### src/rtl/dm_access_unit.sv
// MEM-stage load/store initiator: aligned loads with sign/zero extension,
// single-cycle word stores, and two-cycle read-modify-write for sub-word stores.
module dm_access_unit #(
    parameter int ADDR_W = 10
) (
    input  logic              Clk,
    input  logic              Reset,
    input  logic              Req,
    input  logic [2:0]        Op,
    input  logic [31:0]       Addr,
    input  logic [31:0]       StoreData,
    output logic              Busy,
    output logic              LoadValid,
    output logic [31:0]       LoadData,
    output logic              AddrErr,
    output logic [ADDR_W-1:0] DmA,
    output logic [31:0]       DmWD,
    output logic              DmWe,
    input  logic [31:0]       DmRD
);

    localparam logic [0:0] ST_IDLE  = 1'b0;
    localparam logic [0:0] ST_WRITE = 1'b1;

    localparam logic [2:0] OP_LW  = 3'd0;
    localparam logic [2:0] OP_LH  = 3'd1;
    localparam logic [2:0] OP_LHU = 3'd2;
    localparam logic [2:0] OP_LB  = 3'd3;
    localparam logic [2:0] OP_LBU = 3'd4;
    localparam logic [2:0] OP_SW  = 3'd5;
    localparam logic [2:0] OP_SH  = 3'd6;
    localparam logic [2:0] OP_SB  = 3'd7;

    logic [0:0]        state_q, state_d;
    logic [31:0]       merge_q, merge_d;
    logic [ADDR_W-1:0] saved_addr_q, saved_addr_d;
    logic [31:0]       load_data_q, load_data_d;
    logic              load_valid_q, load_valid_d;
    logic              addr_err_q, addr_err_d;

    logic        misaligned;
    logic        is_load;
    logic        is_sub_store;
    logic [7:0]  byte_sel;
    logic [15:0] half_sel;
    logic [31:0] extracted;
    logic [31:0] merged;

    // Upper address bits alias onto the same memory and are deliberately dropped.
    logic unused_addr_hi;
    assign unused_addr_hi = ^Addr[31:ADDR_W+2];

    always_comb begin
        misaligned = 1'b0;
        case (Op)
            OP_LW, OP_SW:         misaligned = (Addr[1:0] != 2'b00);
            OP_LH, OP_LHU, OP_SH: misaligned = Addr[0];
            default:              misaligned = 1'b0;
        endcase
        is_load      = (Op <= OP_LBU);
        is_sub_store = (Op == OP_SH) || (Op == OP_SB);

        byte_sel = DmRD[7:0];
        case (Addr[1:0])
            2'd0:    byte_sel = DmRD[7:0];
            2'd1:    byte_sel = DmRD[15:8];
            2'd2:    byte_sel = DmRD[23:16];
            default: byte_sel = DmRD[31:24];
        endcase
        half_sel = Addr[1] ? DmRD[31:16] : DmRD[15:0];

        extracted = DmRD;
        case (Op)
            OP_LH:   extracted = {{16{half_sel[15]}}, half_sel};
            OP_LHU:  extracted = {16'h0000, half_sel};
            OP_LB:   extracted = {{24{byte_sel[7]}}, byte_sel};
            OP_LBU:  extracted = {24'h000000, byte_sel};
            default: extracted = DmRD;
        endcase

        merged = DmRD;
        if (Op == OP_SH) begin
            if (Addr[1]) merged[31:16] = StoreData[15:0];
            else         merged[15:0]  = StoreData[15:0];
        end else begin
            case (Addr[1:0])
                2'd0:    merged[7:0]   = StoreData[7:0];
                2'd1:    merged[15:8]  = StoreData[7:0];
                2'd2:    merged[23:16] = StoreData[7:0];
                default: merged[31:24] = StoreData[7:0];
            endcase
        end
    end

    always_comb begin
        state_d      = state_q;
        merge_d      = merge_q;
        saved_addr_d = saved_addr_q;
        load_data_d  = load_data_q;
        load_valid_d = 1'b0;
        addr_err_d   = 1'b0;
        DmA          = Addr[ADDR_W+1:2];
        DmWD         = StoreData;
        DmWe         = 1'b0;
        Busy         = 1'b0;

        if (state_q == ST_WRITE) begin
            DmA     = saved_addr_q;
            DmWD    = merge_q;
            DmWe    = 1'b1;
            state_d = ST_IDLE;
        end else if (Req) begin
            if (misaligned) begin
                addr_err_d = 1'b1;
            end else if (is_load) begin
                load_data_d  = extracted;
                load_valid_d = 1'b1;
            end else if (Op == OP_SW) begin
                DmWe = 1'b1;
            end else if (is_sub_store) begin
                Busy         = 1'b1;
                merge_d      = merged;
                saved_addr_d = Addr[ADDR_W+1:2];
                state_d      = ST_WRITE;
            end
        end

        // Reset must kill an in-flight write before the flops settle.
        if (Reset) begin
            DmWe = 1'b0;
            Busy = 1'b0;
        end
    end

    always_ff @(posedge Clk or posedge Reset) begin
        if (Reset) begin
            state_q      <= ST_IDLE;
            merge_q      <= '0;
            saved_addr_q <= '0;
            load_data_q  <= '0;
            load_valid_q <= 1'b0;
            addr_err_q   <= 1'b0;
        end else begin
            state_q      <= state_d;
            merge_q      <= merge_d;
            saved_addr_q <= saved_addr_d;
            load_data_q  <= load_data_d;
            load_valid_q <= load_valid_d;
            addr_err_q   <= addr_err_d;
        end
    end

    assign LoadValid = load_valid_q;
    assign LoadData  = load_data_q;
    assign AddrErr   = addr_err_q;

endmodule

### config.mk
export PLATFORM = sky130hd
export DESIGN_NAME = dm_access_unit
export DESIGN_NICKNAME = d
export VERILOG_FILES = /design/src/rtl/dm_access_unit.sv
export SDC_FILE = /design/constraint.sdc
export NUM_CORES = 1
export LEC_CHECK = 0
export BUFFER_PORTS_ARGS = -buffer_cell sky130_fd_sc_hd__buf_4
export CAP_MARGIN = 20
export CORE_MARGIN = 3
export CORE_UTILIZATION = 35
export DETAILED_ROUTE_END_ITERATION = 10
export GPL_TIMING_DRIVEN = 1
export PLACE_DENSITY = 0.67
export SYNTH_ARGS = -nofsm -noshare
export SYNTH_HDL_FRONTEND = slang
export SYNTH_SLANG_ARGS = --single-unit
### constraint.sdc
create_clock -name Clk -period 2.3 [get_ports Clk]
set_input_delay 0.46 -clock Clk [delete_from_list [all_inputs] [get_ports Clk]]
set_output_delay 0.46 -clock Clk [all_outputs]
set_load 0.01 [all_outputs]
==> run summary, run 1 <==
result of the run = finished clean
type of the tightest min-delay check = in -> async
global-route layer with the greatest usage = met2
register-to-register path setup slack = 0.42 ns
routed len/inst = 19.25 um
antenna violations before repair = 0
crit path kind = reg -> out
post-synthesis instance area = 4946 um2
Synth warnings = 0
final-layout setup total negative slack = 0 ns
final HPWL from detailed placement = 12.35 mm
number of clock sinks = 77
final hold violation count = 0
maximum clock skew at final layout = 0.006754 ns
largest net degree at the start of global routing = 76
CP Data Required Time = 1.84 ns
Synth Net Count = 624
global-route wire length before repair = 25.47 mm
Post-Route WL = 16.42 mm
Cell Rows = 42
final antenna-violating net count = 0
DRC violations left = 0
simple-gate portion of the synthesized area = 12.90%
met2 global-route usage = 33.91%
fraction of synthesized cell area in xor and xnor cells = 0.6830%
clock tree from TritonCTS = done
share of layout cells above drive strength 1 = 41.21%
RSZ-0062 raised after global routing = no
slew at the pin with the worst max-slew slack = 0.6881 ns
nets = 774
die span in x = 124.9 um
cell at the root of the clock tree = sky130_fd_sc_hd__clkbuf_16
maximum net fanout on the critical path = 34
P_leak = 2.945 nW
most frequent cell after synthesis = sky130_fd_sc_hd__dfrtp_1
aggregate global-route resource usage = 20.41%
flip-flop cell with the highest count after synthesis = sky130_fd_sc_hd__dfrtp_1
count of H-tree levels built during CTS = 3
synthesized-area fraction occupied by adder cells = 0.2277%
register area share after synthesis = 38.96%
number of iterations in the first detailed-routing pass = 8
flop and latch count out of synthesis = 77
crit share post-route = 92.63%
met1 track demand over resource in global routing = 26.94%
met3 track utilization from global routing = 3.645%
worst max-slew margin expressed relative to the limit = 54.13%
number of flops mapped to enable cells by yosys = 0
max-slew violations = 0
compound-gate portion of the synthesized area = 21.38%
type of element capturing the critical path = primary output
largest family of logic cells by synthesized area = compound AO/OA/AOI/OAI gates
effective utilization at floorplan = 36.62%
insertion delay of the later-clocked pin in the worst-skew pair = 0.34 ns
routability congestion estimate from global placement = 0.9378
min Tclk post-route = 2.131 ns
Pwr Density = 698.0 nW/um2
worst-case clock buffer depth = 2
vias in the first global route = 4670
count of inserted antenna diode cells = 0
type of origin of the critical path = register
count of routing violations after the opening detailed-route iteration = 451
Die Footprint = 15590 um2
# fillers = 1279
number of buffers inserted by hold repair at cts = 0
Num CTS Buffers = 9
Via density = 5.526
Synth top cells by count = sky130_fd_sc_hd__dfrtp_1 (77), sky130_fd_sc_hd__nand2_1 (68), sky130_fd_sc_hd__mux2_2 (54)
max cap viols = 0
y dimension of the die = 124.9 um
post-synth top area cell = sky130_fd_sc_hd__dfrtp_1
placeable core region = 13510 um2
top-area cell type share of the netlist area = 38.96%
distinct cell type count after synthesis = 55
setup bufs post-CTS = 0
Layout Cell Area excl Fill = 6579 um2
achievable frequency = 469.4 MHz
CP arrival = 1.67 ns
Post-Syn Instances = 522
count of final setup violators = 0
portion of netlist area occupied by mux cells = 19.58%
global-route congestion overflow total = 0
Layout area overhead = 33.01%
count of cells resized by post-cts repair = 0
Async S/R FF share, synth = 100.0%
clock-pin slew of the registers on the worst-case setup and hold paths = 0.06 ns
syn_area_per_cell = 9.475 um2
Buffers on Ports = 159
largest cells by area after synthesis = sky130_fd_sc_hd__dfrtp_1 (39%), sky130_fd_sc_hd__mux2_2 (12%), sky130_fd_sc_hd__nand2_1 (5.2%)
maximum ir drop on the vdd rail = 0.3963 mV
total number of vias = 4714
number of top-level pins = 180
area post-placement = 6284 um2
kinds of logic (layout without fill, tap and decap cells):
logic type,count (synthesis),after routing
compound gates,156,156
fa+ha+maj,1,1
mux,83,83
flops,77,77
buf+inv,58,213
simple gates,144,144
xor+xnor,3,3
final cells by class:
class,instances,area [um2],area share [%]
clock inverter,4,48.80,0.7417
timing repair buffer,178,1349,20.50
multi-input combinational,387,2709,41.18
tap,176,220.2,3.347
clock buffer,12,246.5,3.747
inverter,19,77.57,1.179
sequential,77,1928,29.31
registers in the layout (all words and copies together), names as in the netlist:
signal,flops
AddrErr,1
LoadValid,1
state_q,1
LoadData,32
saved_addr_q,10
merge_q,32
power breakdown:
group          switching, mW  total, mW  internal, mW
logic                  0.688       1.36         0.672
clock network          0.553       1.42         0.869
registers              0.166       1.81          1.64
total                   1.41       4.59          3.18
cell usage in the layout (no fill, tap or decap), types with 8 or more instances in the layout:
cell type                   Yosys  layout
sky130_fd_sc_hd__buf_4          4     177
sky130_fd_sc_hd__dfrtp_1       77      76
sky130_fd_sc_hd__nand2_1       68      68
sky130_fd_sc_hd__mux2_2        54      54
sky130_fd_sc_hd__nor2_1        44      44
sky130_fd_sc_hd__o21ai_0       38      38
sky130_fd_sc_hd__mux2i_1       24      24
sky130_fd_sc_hd__a21oi_1       22      22
sky130_fd_sc_hd__inv_1         16      15
sky130_fd_sc_hd__o21ai_1       14      14
sky130_fd_sc_hd__o22ai_1       14      14
sky130_fd_sc_hd__nor3_1        14      14
sky130_fd_sc_hd__a21oi_2       12      12
sky130_fd_sc_hd__o21a_1        12      12
sky130_fd_sc_hd__a31oi_1       10      10
sky130_fd_sc_hd__clkbuf_16      0       9
sky130_fd_sc_hd__o32ai_1        8       8
per-layer routing:
metal  routed length, um  share of wire, %
met1                6969                42
met2                7965                49
met3                1128               6.9
met4                 358               2.2
met5                   0                 0
worst paths after layout:
kind | start | end | depth (start not counted)
hold reg to reg | merge_q[15]$_DFFE_PP0P_ | merge_q[15]$_DFFE_PP0P_ | 1
setup reg to reg | state_q$_DFF_PP0_ | LoadData[26]$_DFFE_PP0P_ | 6
hold / removal | Reset | AddrErr$_DFF_PP0_ | 3
setup / recovery | state_q$_DFF_PP0_ | DmA[4] | 3
min in group Clk | Addr[11] | saved_addr_q[9]$_DFFE_PP0P_ | 2
max in group asynchronous | Reset | LoadData[8]$_DFFE_PP0P_ | 3
metrics by stage:
step	total power [mW]	hold slack (ns)	setup slack (ns)	std cells	utilization, %
floorplan	2.536	0.4441	0.3151	522	-
global placement	3.148	0.4605	0.1883	837	46.53
detailed placement	3.188	0.4654	0.1493	837	46.53
CTS	4.624	0.2366	0.1565	853	48.71
global route	4.830	0.2593	0.08954	853	48.71
finish	4.592	0.2244	0.1694	853	48.71
critical path: stages (launching register included):
cell	delay, ns
sky130_fd_sc_hd__dfrtp_2	0.39
sky130_fd_sc_hd__buf_4	0.38
sky130_fd_sc_hd__mux2_2	0.40
sky130_fd_sc_hd__buf_4	0.14
Note: power is estimated with default switching activity, not from simulation.
==> run 2: changes to the inputs <==
--- a/config.mk
+++ b/config.mk
@@ -8,10 +8,11 @@
 export BUFFER_PORTS_ARGS = -buffer_cell sky130_fd_sc_hd__buf_4
 export CAP_MARGIN = 20
 export CORE_MARGIN = 3
-export CORE_UTILIZATION = 35
+export CORE_UTILIZATION = 30
+export CTS_BUF_LIST = sky130_fd_sc_hd__clkbuf_2 sky130_fd_sc_hd__clkbuf_4 sky130_fd_sc_hd__clkbuf_8
 export DETAILED_ROUTE_END_ITERATION = 10
 export GPL_TIMING_DRIVEN = 1
-export PLACE_DENSITY = 0.67
+export PLACE_DENSITY = 0.6
 export SYNTH_ARGS = -nofsm -noshare
 export SYNTH_HDL_FRONTEND = slang
 export SYNTH_SLANG_ARGS = --single-unit
==> run 2 against run 1 <==
  * Non-clock buffer count decreased by 1
  * Utilization fell by 7.8 points
  * Fmax decreased by 2.1%
  * Clock skew about the same
  * Final cell count up 4.6%
  * Worst setup slack got worse by 0.045 ns
  * Sequential share of layout area grew 0.16 points
  * First-iteration DRC count decreased by 14%
  * Combinational power about the same
==> run summary, run 2 (synthesis gave the netlist of run 1 again) <==
result of the run = finished clean (unchanged)
maximum clock skew at final layout = 0.006567 ns (was 0.006754 ns)
area post-placement = 6364 um2 (was 6284 um2)
CP Data Required Time = 1.84 ns (about the same)
number of iterations in the first detailed-routing pass = 4 (was 8)
count of final setup violators = 0 (unchanged)
worst-case clock buffer depth = 2 (unchanged)
maximum net fanout on the critical path = 41 (was 34)
final hold violation count = 0 (unchanged)
area used by sequential logic in the layout = 1928 um2 (unchanged)
share of the core filled with cells = 40.90% (was 48.71%)
CP arrival = 1.72 ns (was 1.67 ns)
global-route wire length before repair = 26.10 mm (was 25.47 mm)
share of layout cells above drive strength 1 = 41.42% (was 41.21%)
max cap viols = 0 (unchanged)
Layout area overhead = 32.30% (was 33.01%)
min Tclk post-route = 2.176 ns (was 2.131 ns)
routed len/inst = 18.92 um (was 19.25 um)
area taken by multi-input logic gates = 2709 um2 (unchanged)
FF-to-FF path depth = 6 (unchanged)
effective utilization at floorplan = 30.91% (was 36.62%)
final-layout setup total negative slack = 0 ns (unchanged)
number of top-level pins = 180 (unchanged)
register-to-register path setup slack = 0.40 ns (was 0.42 ns)
Buffers on Ports = 159 (unchanged)
largest net degree at the start of global routing = 78 (was 76)
nets = 773 (was 774)
final cell count without fillers = 892 (was 853)
Cell Rows = 46 (was 42)
Die Footprint = 18060 um2 (was 15590 um2)
Post-Route WL = 16.87 mm (was 16.42 mm)
crit share post-route = 94.60% (was 92.63%)
commonest non-fill, non-tap cell in the layout = sky130_fd_sc_hd__buf_4 (unchanged)
Via density = 5.075 (was 5.526)
y dimension of the die = 134.4 um (was 124.9 um)
crit path kind = reg -> out (unchanged)
Pwr Density = 631.7 nW/um2 (was 698.0 nW/um2)
total number of vias = 4527 (was 4714)
type of the tightest min-delay check = in -> async (unchanged)
count of inserted antenna diode cells = 0 (unchanged)
setup bufs post-CTS = 0 (unchanged)
top library cells by usage in the layout, fill and taps aside = sky130_fd_sc_hd__buf_4 (173), sky130_fd_sc_hd__dfrtp_1 (76), sky130_fd_sc_hd__nand2_1 (68), sky130_fd_sc_hd__mux2_2 (54), sky130_fd_sc_hd__nor2_1 (44) (was sky130_fd_sc_hd__buf_4 (177), sky130_fd_sc_hd__dfrtp_1 (76), sky130_fd_sc_hd__nand2_1 (68), sky130_fd_sc_hd__mux2_2 (54), sky130_fd_sc_hd__nor2_1 (44))
type of origin of the critical path = register (unchanged)
vias in the first global route = 4584 (was 4670)
# fillers = 1657 (was 1279)
maximum ir drop on the vdd rail = 0.2298 mV (was 0.3963 mV)
RSZ-0062 raised after global routing = no (unchanged)
Num CTS Buffers = 9 (unchanged)
cell count after placement = 876 (was 837)
capturing instance or port of the critical path = DmWD[8] (was DmA[4])
Critical R2R Capture = LoadData[26]$_DFFE_PP0P_ (unchanged)
max-slew violations = 0 (unchanged)
global-route congestion overflow total = 0 (unchanged)
achievable frequency = 459.6 MHz (was 469.4 MHz)
Crit. Startpoint = state_q$_DFF_PP0_ (unchanged)
post-route total power = 4.134 mW (was 4.592 mW)
slew at the pin with the worst max-slew slack = 0.4578 ns (was 0.6881 ns)
insertion delay of the later-clocked pin in the worst-skew pair = 0.37 ns (was 0.34 ns)
aggregate global-route resource usage = 18.56% (was 20.41%)
placeable core region = 16000 um2 (was 13510 um2)
Worst Setup Slack post-DPL = 0.2089 ns (was 0.1493 ns)
antenna violations before repair = 0 (unchanged)
die span in x = 134.4 um (was 124.9 um)
routability congestion estimate from global placement = 0.8598 (was 0.9378)
Layout Cell Area excl Fill = 6544 um2 (was 6579 um2)
final HPWL from detailed placement = 12.93 mm (was 12.35 mm)
DRC violations left = 0 (unchanged)
number of buffers inserted by hold repair at cts = 0 (unchanged)
number of clock sinks = 77 (unchanged)
P_leak = 2.900 nW (was 2.945 nW)
count of cells resized by post-cts repair = 0 (unchanged)
worst-case setup margin in the final layout = 0.1241 ns (was 0.1694 ns)
clock-pin slew of the registers on the worst-case setup and hold paths = 0.08 ns (was 0.06 ns)
final antenna-violating net count = 0 (unchanged)
type of element capturing the critical path = primary output (unchanged)
worst hold margin = 0.2207 ns (was 0.2244 ns)
count of routing violations after the opening detailed-route iteration = 387 (was 451)
cell at the root of the clock tree = sky130_fd_sc_hd__clkbuf_8 (was sky130_fd_sc_hd__clkbuf_16)
worst max-slew margin expressed relative to the limit = 69.39% (was 54.13%)
count of H-tree levels built during CTS = 3 (unchanged)
startpoint of the worst-slack reg-to-reg timing path = state_q$_DFF_PP0_ (unchanged)
clock tree from TritonCTS = done (unchanged)
[run 2: cell types whose count changed in the layout (fill, tap and decap cells not counted), sizes merged]
| cell | before | now |
|---|---|---|
| buf | 178 | 177 |
| bufinv | 1 | 0 |
| clkbuf | 12 | 11 |
| clkinvlp | 1 | 2 |
| inv | 18 | 19 |
[run 2: cell type report]
| cell class | count | share of cell area (%) |
|---|---|---|
| multi-input combinational | 387 | 41.40 |
| sequential | 77 | 29.46 |
| timing repair buffer | 177 | 21.07 |
| tap | 216 | 4.130 |
| clock buffer | 11 | 2.218 |
| inverter | 19 | 1.185 |
| clock inverter | 5 | 0.5354 |
[run 2: how the worst min path moves through the flow]
stage / start / endpoint / slack [ns] / depth (start not counted)
after floorplan: merge_q[15]$_DFFE_PP0P_ / merge_q[15]$_DFFE_PP0P_ / 0.44 / 1
after global placement: merge_q[15]$_DFFE_PP0P_ / merge_q[15]$_DFFE_PP0P_ / 0.46 / 1
after detailed placement: merge_q[22]$_DFFE_PP0P_ / merge_q[22]$_DFFE_PP0P_ / 0.47 / 2
after CTS: Reset / merge_q[20]$_DFFE_PP0P_ / 0.24 / 3
after global routing: Reset / merge_q[20]$_DFFE_PP0P_ / 0.26 / 3
final: Reset / merge_q[20]$_DFFE_PP0P_ / 0.22 / 3
[run 2: where the power goes]
part           switching [mW]  leakage, nW  internal (mW)
clock network           0.533       0.0931          0.435
logic                   0.681         1.89          0.678
registers               0.165        0.921           1.64
[run 2: worst max-delay path: stages (launching register included)]
cell and delay [ns]:
sky130_fd_sc_hd__dfrtp_2 0.55, sky130_fd_sc_hd__buf_12 0.26, sky130_fd_sc_hd__mux2_2 0.37, sky130_fd_sc_hd__buf_4 0.14
[run 2: per-layer routing]
metal	vias up	global-route usage [%]	wire length (um)
met3	25	3.038	993
li1	2180	-	-
met1	2168	25.23	7497
met2	154	29.80	7960
met5	-	0	0
met4	0	6.957	422
==> run 3: changes to the inputs <==
--- a/config.mk
+++ b/config.mk
@@ -7,12 +7,11 @@
 export LEC_CHECK = 0
 export BUFFER_PORTS_ARGS = -buffer_cell sky130_fd_sc_hd__buf_4
 export CAP_MARGIN = 20
-export CORE_MARGIN = 3
 export CORE_UTILIZATION = 30
 export CTS_BUF_LIST = sky130_fd_sc_hd__clkbuf_2 sky130_fd_sc_hd__clkbuf_4 sky130_fd_sc_hd__clkbuf_8
 export DETAILED_ROUTE_END_ITERATION = 10
 export GPL_TIMING_DRIVEN = 1
-export PLACE_DENSITY = 0.6
+export PLACE_DENSITY = 0.58
 export SYNTH_ARGS = -nofsm -noshare
 export SYNTH_HDL_FRONTEND = slang
 export SYNTH_SLANG_ARGS = --single-unit
==> run 3 against run 2 <==
  * Worst hold slack got worse by 0.020 ns
  * Via count rose by 1.0%
  * Register-to-register slack improved by 0.12 ns
  * Clock skew fell by 0.0019 ns
  * Largest power group unchanged
==> run summary, run 3 (synthesis gave the netlist of run 1 again) <==
count of final setup violators = 0 (unchanged)
type of origin of the critical path = register (unchanged)
commonest non-fill, non-tap cell in the layout = sky130_fd_sc_hd__buf_4 (unchanged)
y dimension of the die = 130.4 um (was 134.4 um)
routability congestion estimate from global placement = 0.9016 (was 0.8598)
global-route wire length before repair = 24.83 mm (was 26.10 mm)
Post-Route WL = 16.39 mm (was 16.87 mm)
worst max-slew margin expressed relative to the limit = 54.08% (was 69.39%)
count of inserted antenna diode cells = 0 (unchanged)
largest net degree at the start of global routing = 76 (was 78)
top library cells by usage in the layout, fill and taps aside = sky130_fd_sc_hd__buf_4 (175), sky130_fd_sc_hd__dfrtp_1 (76), sky130_fd_sc_hd__nand2_1 (68), sky130_fd_sc_hd__mux2_2 (54), sky130_fd_sc_hd__nor2_1 (44) (was sky130_fd_sc_hd__buf_4 (173), sky130_fd_sc_hd__dfrtp_1 (76), sky130_fd_sc_hd__nand2_1 (68), sky130_fd_sc_hd__mux2_2 (54), sky130_fd_sc_hd__nor2_1 (44))
post-route total power = 4.217 mW (was 4.134 mW)
number of iterations in the first detailed-routing pass = 5 (was 4)
final antenna-violating net count = 0 (unchanged)
P_leak = 2.906 nW (was 2.900 nW)
aggregate global-route resource usage = 19.63% (was 18.56%)
RSZ-0062 raised after global routing = no (unchanged)
Layout area overhead = 32.53% (was 32.30%)
Pwr Density = 643.4 nW/um2 (was 631.7 nW/um2)
vias in the first global route = 4423 (was 4584)
CP Data Required Time = 1.84 ns (about the same)
Via density = 5.121 (was 5.075)
die span in x = 130.4 um (was 134.4 um)
count of routing violations after the opening detailed-route iteration = 426 (was 387)
count of cells resized by post-cts repair = 0 (unchanged)
worst hold margin = 0.2012 ns (was 0.2207 ns)
Num CTS Buffers = 9 (unchanged)
antenna violations before repair = 0 (unchanged)
result of the run = finished clean (unchanged)
maximum net fanout on the critical path = 38 (was 41)
final-layout setup total negative slack = 0 ns (unchanged)
achievable frequency = 467.3 MHz (was 459.6 MHz)
DRC violations left = 0 (unchanged)
CP arrival = 1.68 ns (was 1.72 ns)
min Tclk post-route = 2.140 ns (was 2.176 ns)
effective utilization at floorplan = 30.91% (unchanged)
max-slew violations = 0 (unchanged)
clock-pin slew of the registers on the worst-case setup and hold paths = 0.09 ns (was 0.08 ns)
number of buffers inserted by hold repair at cts = 0 (unchanged)
Buffers on Ports = 159 (unchanged)
Die Footprint = 17000 um2 (was 18060 um2)
crit share post-route = 93.05% (was 94.60%)
worst-case clock buffer depth = 2 (unchanged)
final HPWL from detailed placement = 12.44 mm (was 12.93 mm)
Worst Setup Slack post-DPL = 0.2473 ns (was 0.2089 ns)
insertion delay of the later-clocked pin in the worst-skew pair = 0.36 ns (was 0.37 ns)
Cell Rows = 46 (unchanged)
number of clock sinks = 77 (unchanged)
placeable core region = 16000 um2 (unchanged)
nets = 774 (was 773)
cell at the root of the clock tree = sky130_fd_sc_hd__clkbuf_8 (unchanged)
maximum clock skew at final layout = 0.004692 ns (was 0.006567 ns)
count of H-tree levels built during CTS = 3 (unchanged)
type of element capturing the critical path = primary output (unchanged)
number of top-level pins = 180 (unchanged)
final hold violation count = 0 (unchanged)
max cap viols = 0 (unchanged)
slew at the pin with the worst max-slew slack = 0.6873 ns (was 0.4578 ns)
share of layout cells above drive strength 1 = 41.51% (was 41.42%)
total number of vias = 4573 (was 4527)
crit path kind = reg -> out (unchanged)
maximum ir drop on the vdd rail = 0.3483 mV (was 0.2298 mV)
setup bufs post-CTS = 0 (unchanged)
clock tree from TritonCTS = done (unchanged)
routed len/inst = 18.35 um (was 18.92 um)
type of the tightest min-delay check = in -> async (unchanged)
worst-case setup margin in the final layout = 0.1600 ns (was 0.1241 ns)
global-route congestion overflow total = 0 (unchanged)
==> run 3: cell count changes in the layout (fill, tap and decap cells not counted), sizes merged <==
cell	previous run	this run
clkbuf	11	9
buf	177	178
bufinv	0	1
clkinv	3	2
clkinvlp	2	3
inv	19	20
==> run 3: layout make-up <==
cell class,count,area (um2)
tap,216,270.3
fill,1656,9445
clock inverter,7,72.57
inverter,19,77.57
clock buffer,9,123.9
timing repair buffer,178,1374
sequential,77,1928
multi-input combinational,387,2709
==> run 3: metrics by stage <==
step | area (um2) | cells | utilization, %
floorplan | 4950 | 522 | -
global placement | 6359 | 877 | 39.74
detailed placement | 6359 | 877 | 39.74
CTS | 6555 | 893 | 40.97
global route | 6555 | 893 | 40.97
finish | 6555 | 893 | 40.97
==> run 3: layer usage <==
layer,up-vias,wire [um],part of all wire [%],GRT usage [%]
li1,2169,-,-,-
met1,2208,7598,46,27.40
met2,172,7611,46,30.76
met3,24,848,5.2,3.013
met4,0,330,2.0,7.235
met5,-,0,0,0
==> run 3: critical path: stages (launching register included) <==
cell and delay, ns:
sky130_fd_sc_hd__dfrtp_2 0.37, sky130_fd_sc_hd__buf_4 0.38, sky130_fd_sc_hd__mux2_2 0.40, sky130_fd_sc_hd__buf_4 0.15
==> run 3: worst paths after layout <==
kind                                          from                     endpoint  slack [ns]  cells after the start
min                                          Reset      merge_q[22]$_DFFE_PP0P_        0.20                      2
max                              state_q$_DFF_PP0_                     DmWD[10]        0.16                      3
min in group Clk                          Addr[10]  saved_addr_q[8]$_DFFE_PP0P_        0.33                      2
min reg2reg                merge_q[15]$_DFFE_PP0P_      merge_q[15]$_DFFE_PP0P_        0.48                      1
max in group asynchronous                    Reset      merge_q[28]$_DFFE_PP0P_        1.45                      3
max reg2reg                      state_q$_DFF_PP0_     LoadData[26]$_DFFE_PP0P_        0.52                      6
==> run 3: report_power, final <==
group | internal [mW] | leakage (nW) | total, mW | switching, mW
clock | 0.505 | 0.0960 | 1.05 | 0.549
combinational | 0.677 | 1.89 | 1.36 | 0.680
sequential | 1.64 | 0.921 | 1.81 | 0.166
